--- src/rtl/mem_arbiter.sv ---
// Main-memory port arbiter between icache refills and dcache refills/write-backs.
// Default policy is fixed dcache priority with a starvation guard; define MEM_ARB_RR_EN for round-robin ties.
module mem_arbiter #(
    parameter int ADDR_W     = 32,
    parameter int LINE_W     = 128,
    parameter int STARVE_MAX = 3
) (
    input  logic              clk,
    input  logic              reset,
    input  logic              ic_req,
    input  logic [ADDR_W-1:0] ic_addr,
    output logic              ic_valid,
    output logic [LINE_W-1:0] ic_rdata,
    input  logic              dc_req,
    input  logic              dc_we,
    input  logic [ADDR_W-1:0] dc_addr,
    input  logic [LINE_W-1:0] dc_wdata,
    output logic              dc_valid,
    output logic [LINE_W-1:0] dc_rdata,
    output logic              mem_req,
    output logic              mem_we,
    output logic [ADDR_W-1:0] mem_addr,
    output logic [LINE_W-1:0] mem_wdata,
    input  logic              mem_done,
    input  logic [LINE_W-1:0] mem_rdata,
    output logic              busy
);

    typedef enum logic [2:0] {IDLE, MEM_I, MEM_D, RESP_I, RESP_D} state_t;

    state_t state, state_nxt;
    logic   grant_ic, grant_dc;
    logic   favour_ic;
    logic   done_i, done_d;

`ifdef MEM_ARB_RR_EN
    logic rr_ic;

    assign favour_ic = rr_ic;

    always_ff @(posedge clk or posedge reset) begin
        if (reset)         rr_ic <= 1'b1;
        else if (grant_ic) rr_ic <= 1'b0;
        else if (grant_dc) rr_ic <= 1'b1;
    end
`else
    localparam int CNT_W = (STARVE_MAX > 0) ? $clog2(STARVE_MAX + 1) : 1;
    localparam logic [CNT_W-1:0] CNT_MAX = CNT_W'(STARVE_MAX);

    logic [CNT_W-1:0] starve_cnt;

    assign favour_ic = (starve_cnt >= CNT_MAX);

    // Only dcache wins that actually bypassed a waiting icache count toward starvation.
    always_ff @(posedge clk or posedge reset) begin
        if (reset)
            starve_cnt <= '0;
        else if (grant_ic)
            starve_cnt <= '0;
        else if (grant_dc && ic_req && starve_cnt < CNT_MAX)
            starve_cnt <= starve_cnt + 1'b1;
    end
`endif

    assign done_i = (state == MEM_I) && mem_done;
    assign done_d = (state == MEM_D) && mem_done;
    assign busy   = (state != IDLE);

    always_ff @(posedge clk or posedge reset) begin
        if (reset) state <= IDLE;
        else       state <= state_nxt;
    end

    always_comb begin
        state_nxt = state;
        grant_ic  = 1'b0;
        grant_dc  = 1'b0;
        case (state)
            IDLE: begin
                if (ic_req && (!dc_req || favour_ic)) begin
                    grant_ic  = 1'b1;
                    state_nxt = MEM_I;
                end else if (dc_req) begin
                    grant_dc  = 1'b1;
                    state_nxt = MEM_D;
                end
            end
            MEM_I:   if (mem_done) state_nxt = RESP_I;
            MEM_D:   if (mem_done) state_nxt = RESP_D;
            RESP_I:  state_nxt = IDLE;
            RESP_D:  state_nxt = IDLE;
            default: state_nxt = IDLE;
        endcase
    end

    // The mem_* registers double as the latched transaction; they hold until the next grant.
    always_ff @(posedge clk or posedge reset) begin
        if (reset) begin
            mem_req   <= 1'b0;
            mem_we    <= 1'b0;
            mem_addr  <= '0;
            mem_wdata <= '0;
            ic_valid  <= 1'b0;
            dc_valid  <= 1'b0;
            ic_rdata  <= '0;
            dc_rdata  <= '0;
        end else begin
            ic_valid <= done_i;
            dc_valid <= done_d;
            if (grant_ic) begin
                mem_req   <= 1'b1;
                mem_we    <= 1'b0;
                mem_addr  <= ic_addr;
                mem_wdata <= '0;
            end else if (grant_dc) begin
                mem_req   <= 1'b1;
                mem_we    <= dc_we;
                mem_addr  <= dc_addr;
                mem_wdata <= dc_wdata;
            end else if (done_i || done_d) begin
                mem_req <= 1'b0;
            end
            if (done_i) ic_rdata <= mem_rdata;
            if (done_d) dc_rdata <= mem_we ? '0 : mem_rdata;
        end
    end

endmodule

--- config.mk ---
export PLATFORM = sky130hd
export DESIGN_NAME = mem_arbiter
export DESIGN_NICKNAME = d
export VERILOG_FILES = /design/src/rtl/mem_arbiter.sv
export SDC_FILE = /design/constraint.sdc
export NUM_CORES = 1
export LEC_CHECK = 0
export BUFFER_PORTS_ARGS = -buffer_cell sky130_fd_sc_hd__clkbuf_2
export CORE_AREA = 8 8 282 284
export CTS_CLUSTER_DIAMETER = 40
export CTS_CLUSTER_SIZE = 28
export DETAILED_ROUTE_END_ITERATION = 6
export DIE_AREA = 0 0 290 292
export SLEW_MARGIN = 15
export SYNTH_ARGS = -nofsm -noshare
export SYNTH_HDL_FRONTEND = slang
export SYNTH_SLANG_ARGS = --single-unit
--- constraint.sdc ---
create_clock -name clk -period 13.87 [get_ports clk]
set_input_delay 2.0805 -clock clk [delete_from_list [all_inputs] [get_ports clk]]
set_output_delay 2.0805 -clock clk [all_outputs]
set_load 0.01 [all_outputs]
==> summary.txt, run 1 <==
Synth
  – Synth Area per Inst: roughly 12 um2
  – Post-Syn Nets: 1670
  – Synth Instances: 1343
  – Netlist cell types: 32
  – Post-synthesis sequential area ratio: around 64%
  – FF+latch count, synth: about 430
  – Synthesized area: between 15000 and 20000 um2
  – Yosys warning count: 0

Floorplanning
  – Initial Utilization: around 22%
  – Die ar.: between 80000 and 90000 um2
  – Die H: between 200 and 300 um
  – Rows: between 100 and 150
  – # IOs: about 750
  – Die W: roughly 290 um
  – Core area: about 75000 um2

Final layout
  – Leading cell type in the layout, fill and taps excluded: clkbuf_2
  – Area occupied by multi-input gates: ~5500 um2
  – Final std cells w/o fill: about 3100
  – Most frequent cells in the layout: 746 x clkbuf_2, 424 x dfrtp_1, 132 x nand2_1
  – Layout area overhead: 41.39%
  – Fill count: 7760
  – Final net count: roughly 2400
  – Layout cells sized above 1: 48.18%
  – Core Util, Final: between 30% and 40%
  – Reg area: about 11000 um2

Clock network
  – CTS Buf Count: 71
  – Clock sink count: roughly 430
  – Clock latency on the worst-skew pair: slightly below 0.6 ns
  – Hold buffer count at cts: 0
  – Post-CTS Setup Inserts: 0
  – CTS tree: done
  – Clk slew on worst S/H paths: ~0.050 ns
  – Post-cts sizing count: 0
  – Root Driver: clkbuf_16
  – H-tree depth: 3
  – Buffer depth of the longest clock path: 3

Power
  – Peak supply drop: around 0.00013 V
  – Total power: slightly below 6 mW
  – Power per Cell Area: 252.5 nW/um2
  – P_leak: approximately 12 nW

Timing
  – Worst slew pin tran: between 1 and 1.5 ns
  – RSZ-0062 raised after global routing: no
  – Final setup margin: about 9.2 ns
  – Min Clock Period, post-route: 4.676 ns
  – Max-slew violations: 0
  – Fmax: 213.8 MHz
  – Clk_skew: between 0.02 and 0.03 ns
  – Number of setup violations in the final report: 0
  – Final TNS setup: 0 ns
  – Final hold vios: 0
  – Max_slew headroom: 29.98%
  – Period utilization: approximately a third

Global route
  – Initial antenna violation count: 6
  – Number of global-route vias before repair: 14320
  – Largest net degree at the start of global routing: 152
  – First-pass GRT wire length: 89430 um
  – Gr usage total: about an eighth
  – Total congestion overflow: 0

Status
  – Status: finished clean

Placed design
  – Pre-CTS WS: slightly below 9 ns
  – Dpl cells: between 2000 and 3000
  – RD Place Congestion: around 0.8
  – DP HPWL: 42150 um
  – IO buf count: around 750

Worst setup path
  – Worst endpoint data arrival time: roughly 2.6 ns
  – CP max FO: 69
  – CP Capture Type: output port
  – Register-to-Register Path Depth: 4
  – CP startpoint kind: register
  – Worst Path Class, Setup: reg2out
  – CP required: 11.79 ns

Detailed routing
  – Via count: between 10000 and 15000
  – Final antenna-violating net count: 0
  – Post-Route WL: 58150 um
  – DRT Pass-1 Iters: 5
  – Routed WL per cell: 18.77 um
  – Vias per cell: 4.302
  – DRC Markers: 0
  – DR iter-0 viols: between 600 and 700

Hold path
  – Worst min path class: reg2reg
  – Hold Crit Depth: 2

Flow run
  – Max Cap Viol: 0
==> report_power, final <==
| part | switching (mW) | total [mW] | internal (mW) |
|---|---|---|---|
| clock network | 0.635 | 1.70 | 1.07 |
| registers | 0.338 | 2.15 | 1.81 |
| logic | 1.20 | 2.12 | 0.917 |
==> cell usage after synthesis <==
library cell | number | area [um2]
buf_4 | 23 | 172.7
nor2_1 | 1 | 3.750
nor2b_1 | 1 | 6.260
o21ai_0 | 129 | 645.6
o21ai_1 | 1 | 5.000
nor4_1 | 1 | 6.260
and2_1 | 1 | 6.260
and4bb_1 | 1 | 12.51
o21bai_1 | 1 | 7.510
o31ai_1 | 32 | 240.2
mux2_2 | 128 | 1441
nand4bb_1 | 1 | 11.26
a31oi_1 | 32 | 200.2
or2_1 | 1 | 6.260
nand3b_1 | 1 | 7.510
inv_1 | 3 | 11.26
and3_1 | 1 | 6.260
clkbuf_1 | 48 | 180.2
ha_1 | 1 | 12.51
a22o_1 | 129 | 1130
buf_2 | 48 | 240.2
nand4_1 | 32 | 200.2
a21oi_1 | 34 | 170.2
nand2b_1 | 129 | 807.0
and3b_1 | 1 | 8.760
dfrtp_1 | 425 | 10640
nand2_1 | 133 | 499.2
nor3_1 | 1 | 5.000
inv_2 | 1 | 3.750
nor3_4 | 1 | 16.27
a21o_1 | 1 | 7.510
clkinv_1 | 1 | 3.750
==> logic make-up after synthesis <==
family,count (synthesis),synth area share [%]
AO/OA/AOI/OAI,359,14.40
adder cells (fa/ha/maj),1,0.07487
buffers and inverters,124,3.662
flip-flops,425,63.65
multiplexers,128,8.626
AND/OR/NAND/NOR,306,9.592
==> state kept, by name, summed over array words and instances, names as in the netlist <==
name        count
dc_rdata      128
ic_rdata      128
mem_wdata     128
mem_addr       32
state           3
starve_cnt      2
dc_valid        1
ic_valid        1
mem_req         1
mem_we          1
==> routing by layer <==
metal | vias up | global-route usage (%) | wire [um]
met4 | 4 | 6.104 | 2250
li1 | 6228 | - | -
met5 | - | 0 | 23
met3 | 114 | 5.263 | 5118
met2 | 602 | 21.83 | 28330
met1 | 6381 | 15.12 | 22430
==> stage by stage <==
step / hold WS, ns / instance area (um2)
floorplan: 0.4786 / 16710
detailed placement: 0.4686 / 21270
finish: 0.4733 / 23630
global placement: 0.4598 / 21260
global route: 0.4882 / 23620
CTS: 0.4795 / 23620
==> area by class of cell <==
class / count / share of cell area [%]
inverters: 5 / 0.09532
flip-flops and latches: 425 / 45.03
multi-input cells: 794 / 23.27
clock buffers: 89 / 8.288
diodes: 3 / 0.03177
clock inverters: 40 / 1.647
repair buffers: 764 / 16.46
well taps: 978 / 5.179
==> path summary, 6_finish.rpt <==
check,from,end,slack (ns)
max,state[1]$_DFFE_PP0P_,busy,9.19
min,dc_rdata[19]$_DFFE_PP0P_,dc_rdata[19]$_DFFE_PP0P_,0.47
max reg2reg,state[1]$_DFFE_PP0P_,ic_rdata[42]$_DFFE_PP0P_,10.63
min reg2reg,dc_rdata[19]$_DFFE_PP0P_,dc_rdata[19]$_DFFE_PP0P_,0.47
max in group asynchronous,reset,mem_wdata[46]$_DFFE_PP0P_,9.55
min in group asynchronous,reset,dc_rdata[98]$_DFFE_PP0P_,1.68
==> worst max-delay path: stages, from the launching register on <==
cell and delay (ns):
dfrtp_1 0.46, nor3_4 0.20, buf_4 0.59, inv_2 0.50
clkbuf_2 0.25
No activity file was read; power rests on OpenSTA's default activity.
==> run 2: changes to the inputs <==
--- a/config.mk
+++ b/config.mk
@@ -6,11 +6,11 @@
 export NUM_CORES = 1
 export LEC_CHECK = 0
 export BUFFER_PORTS_ARGS = -buffer_cell sky130_fd_sc_hd__clkbuf_2
-export CORE_AREA = 8 8 282 284
+export CORE_AREA = 8 8 286 288
 export CTS_CLUSTER_DIAMETER = 40
 export CTS_CLUSTER_SIZE = 28
 export DETAILED_ROUTE_END_ITERATION = 6
-export DIE_AREA = 0 0 290 292
+export DIE_AREA = 0 0 294 296
 export SLEW_MARGIN = 15
 export SYNTH_ARGS = -nofsm -noshare
 export SYNTH_HDL_FRONTEND = slang
==> constraint.sdc (replaced) <==
create_clock -name clk -period 4.62 [get_ports clk]
set_input_delay 0.693 -clock clk [delete_from_list [all_inputs] [get_ports clk]]
set_output_delay 0.693 -clock clk [all_outputs]
set_load 0.01 [all_outputs]
==> run 2 against run 1 <==
Sequential power increased to 3.0 times the previous value. Power increased to 3.1 times the previous value. Global-route usage grew 0.74 points. Routed wire length increased by 9.9%. Non-clock buffer count rose by 14. Utilization shrank 0.13 points. First-iteration DRC count rose by 7.4%. Critical path depth unchanged. Sequential share of layout area fell by 0.85 points. Critical path type unchanged. Largest cell class unchanged. Highest routed layer unchanged.
==> summary.txt, run 2 (synthesis results as in run 1) <==
Worst setup path
  – Worst endpoint data arrival time: 2.17 ns
  – CP required: approximately 3.9 ns
  – CP startpoint kind: register
  – Register-to-Register Path Depth: 5
  – RR Startpoint: state[1]$_DFFE_PP0P_
  – End of the worst register-to-register path: mem_wdata[71]$_DFFE_PP0P_
  – CP max FO: 35
  – R2r setup slk: around 2.1 ns
  – CP Capture Type: output port
  – Worst Path Class, Setup: reg2out

Final layout
  – Most frequent cells in the layout: 746 x clkbuf_2, 424 x dfrtp_1, 132 x nand2_1
  – Layout area overhead: 44.11%
  – Area occupied by multi-input gates: about 5500 um2
  – Fin area: 24080 um2
  – Regs by FF count: dc_rdata: 128 flops, ic_rdata: 128 flops, mem_wdata: 128 flops
  – Final net count: 2400
  – Reg area: roughly 11000 um2
  – Leading cell type in the layout, fill and taps excluded: clkbuf_2
  – Layout cells sized above 1: 48.66%
  – Fill count: about 8000

Power
  – Power per Cell Area: 768.5 nW/um2
  – Peak supply drop: 0.0003385 V
  – P_leak: 11.88 nW
  – Total power: between 15 and 20 mW

Clock network
  – H-tree depth: 3
  – Clk slew on worst S/H paths: roughly 0.06 ns
  – Clock sink count: 425
  – Buffer depth of the longest clock path: 3
  – CTS Buf Count: slightly below 70
  – Clock latency on the worst-skew pair: about 0.58 ns
  – CTS tree: done
  – Hold buffer count at cts: 0
  – Root Driver: clkbuf_16
  – Post-cts sizing count: 0
  – Post-CTS Setup Inserts: 0

Timing
  – Period utilization: 62.05%
  – Max-slew violations: 0
  – Final setup margin: about 1.8 ns
  – Worst slew pin tran: around 0.94 ns
  – Min Clock Period, post-route: approximately 2.9 ns
  – Fmax: 348.8 MHz
  – Max_slew headroom: 37.37%
  – RSZ-0062 raised after global routing: no
  – Number of setup violations in the final report: 0
  – Final hold vios: 0
  – Clk_skew: ~0.019 ns

Flow run
  – Max Cap Viol: 0

Global route
  – Largest net degree at the start of global routing: 161
  – GR Util met1: between 15 and 20%
  – M3 GR Usage: around 6.4%
  – First-pass GRT wire length: 93550 um
  – Initial antenna violation count: 18
  – Gr busiest metal: met2
  – Met2 Use GR: between 20% and 30%
  – Total congestion overflow: 0
  – Gr usage total: 14.00%
  – Number of global-route vias before repair: 14470

Floorplanning
  – Die W: 294 um
  – Rows: 102
  – Die ar.: 87020 um2
  – Die H: about 300 um
  – Initial Utilization: between 20% and 30%
  – # IOs: 747
  – Core area: 76960 um2

Placed design
  – RD Place Congestion: around 0.84
  – Pre-CTS WS: around 1.6 ns
  – IO buf count: 746
  – DP HPWL: roughly 48000 um
  – Placed Area: about 22000 um2

Hold path
  – Worst min path class: in2async

Detailed routing
  – DR iter-0 viols: roughly 660
  – Vias per cell: around 4.3
  – Routed WL per cell: approximately 20 um
  – DRT Pass-1 Iters: 5
  – Post-Route WL: approximately 64000 um
  – Final antenna-violating net count: 0
  – DRC Markers: 0
  – Via count: between 10000 and 15000

Status
  – Status: finished clean
==> run 2: cell types whose count changed in the layout (fill, tap and decap cells not counted) <==
cell,previous run,this run
clkinv_2,17,3
buf_12,1,9
diode_2,3,11
buf_4,16,23
bufinv_16,3,9
clkbuf_1,10,5
clkbuf_8,5,9
clkinv_4,3,7
clkbuf_16,74,71
inv_8,0,3
buf_8,1,0
clkinv_16,1,2
inv_16,1,0
inv_6,6,7
==> run 2: cell type report <==
class                      count  share of cell area [%]
antenna                       11                  0.1143
tap                         1040                   5.404
sequential                   425                   44.18
clock buffer                  85                   7.970
multi-input combinational    794                   22.83
clock inverter                40                   2.437
inverter                       5                 0.09353
timing repair buffer         778                   16.97
==> run 2: per-stage QoR <==
step / hold WS (ns) / std cells / utilization [%] / setup TNS, ns
after floorplan: 0.4786 / 1343 / - / -768.59
after global placement: 0.4612 / 3042 / 28.00 / 0
after detailed placement: 0.4692 / 3042 / 28.00 / 0
after CTS: 0.2312 / 3167 / 31.26 / 0
after global routing: 0.2602 / 3169 / 31.26 / 0
final: 0.2612 / 3178 / 31.29 / 0
==> run 2: how the worst max path moves through the flow <==
| stage | from | end | slack, ns | cells past startpoint |
|---|---|---|---|---|
| floorplan | reset | dc_rdata[0]$_DFFE_PP0P_ | -1.81 | 1 |
| global placement | ic_req | mem_wdata[75]$_DFFE_PP0P_ | 1.62 | 5 |
| detailed placement | ic_req | mem_wdata[92]$_DFFE_PP0P_ | 1.58 | 5 |
| CTS | state[1]$_DFFE_PP0P_ | busy | 1.72 | 4 |
| global route | state[1]$_DFFE_PP0P_ | busy | 1.63 | 4 |
| finish | state[1]$_DFFE_PP0P_ | busy | 1.75 | 4 |
==> run 2: report_power, final <==
group	leakage [nW]	internal [mW]	total (mW)	switching, mW
sequential	5.27	5.43	6.45	1.02
combinational	5.41	2.84	6.59	3.75
clock	1.20	3.52	5.47	1.95
==> run 2: critical path, cell delays in order, from the launching register on <==
cell	delay [ns]
dfrtp_1	0.50
nor3_4	0.07
buf_4	0.24
inv_2	0.53
clkbuf_2	0.25
==> run 2: layer usage <==
layer	vias to the layer above	wire length, um
li1	6273	-
met5	-	92
met4	14	2962
met2	649	30590
met1	6449	23350
met3	163	6936
